## config.mk

```make
export PLATFORM = sky130hd
export DESIGN_NAME = router_req_scheduler
export DESIGN_NICKNAME = d
export VERILOG_FILES = /design/src/rtl/router_req_scheduler.sv
export SDC_FILE = /design/constraint.sdc
export NUM_CORES = 1
export LEC_CHECK = 0
export CORE_ASPECT_RATIO = 0.6
export CORE_MARGIN = 10
export CORE_UTILIZATION = 61
export CTS_BUF_LIST = sky130_fd_sc_hd__clkbuf_4 sky130_fd_sc_hd__clkbuf_8 sky130_fd_sc_hd__clkbuf_16
export CTS_CLUSTER_DIAMETER = 50
export DETAILED_ROUTE_END_ITERATION = 8
export PLACE_DENSITY = 0.95
export SYNTH_ARGS = -nofsm -noshare
export SYNTH_HDL_FRONTEND = slang
export SYNTH_SLANG_ARGS = --single-unit
export TNS_END_PERCENT = 5
```

## constraint.sdc

```tcl
create_clock -name clk -period 5.1 [get_ports clk]
set_input_delay 1.02 -clock clk [delete_from_list [all_inputs] [get_ports clk]]
set_output_delay 1.02 -clock clk [all_outputs]
set_load 0.005 [all_outputs]
```

## src/rtl/router_req_scheduler.sv

```systemverilog
// Request injection stage for one router port: FIFO of host send requests, issued one at a time to the router.
// Optional build macro ROUTER_REQ_RETRY_EN re-issues a timed-out entry up to MAX_RETRY times before dropping it.
module router_req_scheduler #(
    parameter int ADDR_W    = 10,
    parameter int DFX_W     = 2,
    parameter int DEPTH     = 4,
    parameter int START_CYC = 2,
    parameter int TIMEOUT   = 64,
    parameter int MAX_RETRY = 2
) (
    input  logic                     clk,
    input  logic                     rst_n,
    input  logic                     host_req_valid,
    output logic                     host_req_ready,
    input  logic [ADDR_W-1:0]        host_src_addr,
    input  logic [ADDR_W-1:0]        host_dst_addr,
    input  logic [DFX_W-1:0]         host_src_dfx,
    input  logic [DFX_W-1:0]         host_dst_dfx,
    output logic                     router_start_req,
    output logic [ADDR_W-1:0]        router_scr_addr,
    output logic [ADDR_W-1:0]        router_dst_addr,
    output logic [DFX_W-1:0]         router_src_dfx,
    output logic [DFX_W-1:0]         router_dst_dfx,
    input  logic                     router_send_done,
    output logic                     busy,
    output logic [$clog2(DEPTH):0]   fifo_count,
    output logic                     err_timeout
);
    localparam int PTR_W = $clog2(DEPTH);
    localparam int CNT_W = PTR_W + 1;
    localparam int REQ_W = 2 * ADDR_W + 2 * DFX_W;
    localparam int TMR_W = $clog2(TIMEOUT + START_CYC) + 1;
    localparam int RTY_W = $clog2(MAX_RETRY + 1) + 1;

    typedef enum logic [1:0] {
        ST_IDLE  = 2'd0,
        ST_ISSUE = 2'd1,
        ST_WAIT  = 2'd2
    } state_t;

    state_t             state_r, state_next_s;
    logic [REQ_W-1:0]   mem_r [DEPTH];
    logic [PTR_W-1:0]   wr_ptr_r, rd_ptr_r;
    logic [CNT_W-1:0]   count_r, count_next_s;
    logic [TMR_W-1:0]   timer_r, timer_next_s;
    logic [RTY_W-1:0]   retry_r, retry_next_s;
    logic [REQ_W-1:0]   req_r, req_next_s;
    logic               ready_r, start_r, err_r, busy_r;
    logic               push_s, pop_s, latch_s, err_next_s;
    logic [REQ_W-1:0]   host_data_s;

    assign push_s      = host_req_valid & ready_r;
    assign host_data_s = {host_src_addr, host_dst_addr, host_src_dfx, host_dst_dfx};

    // Sequencing FSM: issue window, completion wait and timeout policy
    always_comb begin
        state_next_s = state_r;
        timer_next_s = timer_r;
        retry_next_s = retry_r;
        pop_s        = 1'b0;
        latch_s      = 1'b0;
        err_next_s   = 1'b0;
        case (state_r)
            ST_IDLE: begin
                timer_next_s = {TMR_W{1'b0}};
                if (count_r != {CNT_W{1'b0}}) begin
                    latch_s      = 1'b1;
                    state_next_s = ST_ISSUE;
                end else begin
                    state_next_s = ST_IDLE;
                end
            end
            ST_ISSUE: begin
                if (timer_r == TMR_W'(START_CYC - 1)) begin
                    state_next_s = ST_WAIT;
                    timer_next_s = {TMR_W{1'b0}};
                end else begin
                    timer_next_s = timer_r + TMR_W'(1);
                end
            end
            ST_WAIT: begin
                if (router_send_done) begin
                    pop_s        = 1'b1;
                    state_next_s = ST_IDLE;
                    timer_next_s = {TMR_W{1'b0}};
                end else if (timer_r == TMR_W'(TIMEOUT - 1)) begin
                    timer_next_s = {TMR_W{1'b0}};
`ifdef ROUTER_REQ_RETRY_EN
                    if (retry_r < RTY_W'(MAX_RETRY)) begin
                        retry_next_s = retry_r + RTY_W'(1);
                        state_next_s = ST_ISSUE;
                    end else begin
                        pop_s        = 1'b1;
                        err_next_s   = 1'b1;
                        state_next_s = ST_IDLE;
                    end
`else
                    pop_s        = 1'b1;
                    err_next_s   = 1'b1;
                    state_next_s = ST_IDLE;
`endif
                end else begin
                    timer_next_s = timer_r + TMR_W'(1);
                end
            end
            default: begin
                state_next_s = ST_IDLE;
                timer_next_s = {TMR_W{1'b0}};
            end
        endcase
        if (pop_s) begin
            retry_next_s = {RTY_W{1'b0}};
        end else begin
            retry_next_s = retry_next_s;
        end
    end

    // Occupancy and router field selection (fields clear only once idle with nothing queued)
    always_comb begin
        count_next_s = count_r;
        case ({push_s, pop_s})
            2'b10:   count_next_s = count_r + CNT_W'(1);
            2'b01:   count_next_s = count_r - CNT_W'(1);
            default: count_next_s = count_r;
        endcase
        req_next_s = req_r;
        if (latch_s) begin
            req_next_s = mem_r[rd_ptr_r];
        end else if ((state_next_s == ST_IDLE) && (count_next_s == {CNT_W{1'b0}})) begin
            req_next_s = {REQ_W{1'b0}};
        end else begin
            req_next_s = req_r;
        end
    end

    // FIFO storage array, written on accepted push
    always_ff @(posedge clk) begin
        if (push_s) begin
            mem_r[wr_ptr_r] <= host_data_s;
        end
    end

    // Control state and registered outputs
    always_ff @(posedge clk or negedge rst_n) begin
        if (!rst_n) begin
            state_r  <= ST_IDLE;
            wr_ptr_r <= {PTR_W{1'b0}};
            rd_ptr_r <= {PTR_W{1'b0}};
            count_r  <= {CNT_W{1'b0}};
            timer_r  <= {TMR_W{1'b0}};
            retry_r  <= {RTY_W{1'b0}};
            req_r    <= {REQ_W{1'b0}};
            ready_r  <= 1'b0;
            start_r  <= 1'b0;
            err_r    <= 1'b0;
            busy_r   <= 1'b0;
        end else begin
            state_r  <= state_next_s;
            if (push_s) wr_ptr_r <= wr_ptr_r + PTR_W'(1);
            if (pop_s)  rd_ptr_r <= rd_ptr_r + PTR_W'(1);
            count_r  <= count_next_s;
            timer_r  <= timer_next_s;
            retry_r  <= retry_next_s;
            req_r    <= req_next_s;
            ready_r  <= (count_next_s < CNT_W'(DEPTH));
            start_r  <= (state_next_s == ST_ISSUE);
            err_r    <= err_next_s;
            busy_r   <= (state_next_s != ST_IDLE) | (count_next_s != {CNT_W{1'b0}});
        end
    end

    assign host_req_ready   = ready_r;
    assign router_start_req = start_r;
    assign {router_scr_addr, router_dst_addr, router_src_dfx, router_dst_dfx} = req_r;
    assign busy             = busy_r;
    assign fifo_count       = count_r;
    assign err_timeout      = err_r;

endmodule

```

==> impl_metrics.ini <==
[cts]
clock_path_buffers = 2
cts_tree = built
clk_pin_slew_ns = 0.06
cts_setup_buffers = 0
hold_buffers = 0
numCtsBuffers = 17
cts_root_buffer = clkbuf_16
ctsResizeCount = 0
cts_num_sinks = 141
clk_latency_ns = 0.41
htreeDepth = 4

[placed_design]
port_buffers = 58
dp.cells = 520
gp_congestion = 0.815
dp_hpwl_mm = 7.27

[cells_and_area]
layout-drive-gt1-share_pct = 20.9
multi_input_area_mm2 = 0.00157
final_cells = 552
final_nets = 449
syn_to_final_growth_pct = 22.6
num-fill-cells = 512
antenna_cells = 0
regArea_mm2 = 0.00401

[logic_synthesis]
ys_seq_elements = 141
synthArstFlopShare_pct = 31.9
synth-seq-area-share_pct = 70.3
avgSynthCellArea_um2 = 16.8
synth_flop_cell = edfxtp_1
synth_area_mm2 = 0.00570
yosysWarnings = 0
synth-edff-count = 96
synth_nets = 380
synth_cells = 340
yosysUniqueCellTypes = 39

[grt]
first_global_vias = 3464
gr-total-overflow = 0
grt_max_degree = 46
antenna_found_initial = 0
grt_pass1_wl_mm = 19.2
grt_util_all_layers_pct = 19.1

[routing]
dr_wl_met2_mm = 6.08
postRouteAntennaNets = 0
drt_iter0_drc = 240
wire_per_inst_um = 21.7
num_vias = 3146
highest_layer = met4
vias_per_cell = 5.70
drc = 0
route.met3.wl_mm = 1.09
routed_wirelength_mm = 12.0
dr.pass1.iters = 4
drt-met1-wl_mm = 4.63

[critical_path]
r2r_start = timer_r[0]$_DFF_PN0_
cp_max_fo = 24
crit_top_cell = inv_1
cp_data_arrival_time_ns = 4.01
cp-end-kind = register
setup.worst_path.start = router_send_done
critPathLaunchType = primary input
path_cells = clkdlybuf4s50_1, inv_1, a21boi_0, ha_1, inv_1, fa_1, xor2_1, o21ai_0, nand4_1, nor3_4, buf_4, nor3_1
cp_data_required_time_ns = 5.37
setup.worst_path.class = in2reg
slowest_stage = clkdlybuf4s50_1
max_stage_delay_ns = 0.47

[floorplan]
rows = 27
dieWidth_um = 145
ios = 59
core_area_mm2 = 0.00916
die-area_mm2 = 0.0137
start_util_pct = 62.3
die_h_um = 94.9

[sta]
slew-limit-headroom_pct = 19.1
finalSetupViolCount = 0
period_needed_ns = 3.74
max_clock_freq_ghz = 0.268
finalSetupTns_ns = 0
slew_viol_final = 0
timing_hold_violations_final = 0
tightest_slew_ns = 1.21
rsz0062_at_grt = no
skew_ns = 0.00863
period_share_pct = 73.2

[min_path]
min_path_type = reg2reg
hold_start = req_r[21]$_DFFE_PN0P_

[power_and_ir_drop]
ir_drop_mv = 0.383
leakage_nw = 2.58
power_density_mw_per_mm2 = 622

[outcome]
status = finished clean

[run]
drv_cap = 0
metrics by stage:
step | cell area (um^2) | utilization [%] | setup WS, ns | total power [mW] | hold slack (ns)
floorplan | 5700 | - | 1.97 | 2.58 | 0.498
global placement | 6400 | 69.9 | 1.17 | 3.05 | 0.508
detailed placement | 6400 | 69.9 | 1.01 | 3.14 | 0.519
CTS | 6990 | 76.3 | 1.38 | 4.39 | 0.531
global route | 6990 | 76.3 | 1.12 | 4.59 | 0.571
finish | 6990 | 76.3 | 1.36 | 4.35 | 0.527
placed cells by master, fill, tap and decap left out, types with 5 or more instances in the layout:
master            n
nor2_1           57
clkbuf_16        17
nand3_1           6
xor2_1            7
edfxtp_1         96
and3_1            5
dfrtp_1          44
nor3_1            5
buf_4             5
clkdlybuf4s50_1  57
inv_1            11
mux4_2           24
nor3_2           18
ha_1             11
nand2_1           8
synth_stat cells, drive strengths merged, types with 2 or more instances:
library cell	count	area share (%)
xor2	7	1.1
mux4	24	9.5
a21oi	3	0.26
ha	11	2.4
nand2b	4	0.44
nor2	57	3.8
and2	2	0.24
clkbuf	7	0.46
and3	5	0.55
or3	2	0.22
nor3	26	4.5
dfrtp	45	20
nand3	6	0.53
nand2	8	0.53
inv	12	0.79
o21ai	2	0.18
buf	6	0.99
xnor2	3	0.46
edfxtp	96	51
worst max-delay path: cells and delay by family:
family                     cells  cell delay [ns]
AOI/OAI and AO/OA              2             0.59
xor gates and xnor gates       1             0.17
adders and majority gates      2             0.68
buffers and inverters          4             1.01
and+or+nand+nor                3             0.53
layer usage:
layer  global-route usage [%]  up-vias
met3                     7.72       15
met2                     30.7      127
met1                     23.8     1605
met4                     4.77        0
li1                         -     1399
met5                        0        -
registers in the layout (all words and copies together), names as in the netlist:
register,cells
busy,1
err_timeout,1
fifo_count,3
host_req_ready,1
mem_r,96
rd_ptr_r,2
req_r,24
router_start_req,1
state_r,2
timer_r,8
wr_ptr_r,2
path summary, 6_finish.rpt:
path / to / slack (ns) / cells after the start
worst max-delay path: req_r[7]$_DFFE_PN0P_ / 1.36 / 12
min in group asynchronous: wr_ptr_r[0]$_DFFE_PN0P_ / 0.79 / 1
max in group asynchronous: rd_ptr_r[0]$_DFFE_PN0P_ / 3.62 / 1
worst min register to register: req_r[21]$_DFFE_PN0P_ / 0.53 / 2
worst max register to register: req_r[7]$_DFFE_PN0P_ / 1.41 / 13
worst min-delay path: req_r[21]$_DFFE_PN0P_ / 0.53 / 2
layout make-up:
| cell class | count | area share [%] |
|---|---|---|
| Tap cell | 130 | 2.33 |
| Clock inverter | 8 | 1.29 |
| Inverter | 12 | 0.644 |
| Clock buffer | 24 | 7.11 |
| Multi-Input combinational cell | 174 | 22.5 |
| Timing Repair Buffer | 63 | 8.77 |
| Sequential cell | 141 | 57.4 |
power by group:
part	leakage [nW]	switching [mW]	internal, mW	total [mW]
registers	1.41	0.244	1.52	1.77
logic	0.881	0.685	0.682	1.37
clock network	0.293	0.438	0.774	1.21
total	2.58	1.37	2.98	4.35
logic make-up (layout without fill, tap and decap cells):
group / Yosys count / in the layout / share of synthesized area (%)
AOI/OAI and AO/OA: 14 / 14 / 2.20
muxes: 25 / 25 / 9.68
DFF: 141 / 141 / 70.3
and+or+nand+nor: 113 / 113 / 11.2
adders and majority gates: 12 / 12 / 2.77
xor gates and xnor gates: 10 / 10 / 1.54
buffers and inverters: 25 / 107 / 2.24
Note: power is estimated with default switching activity, not from simulation.
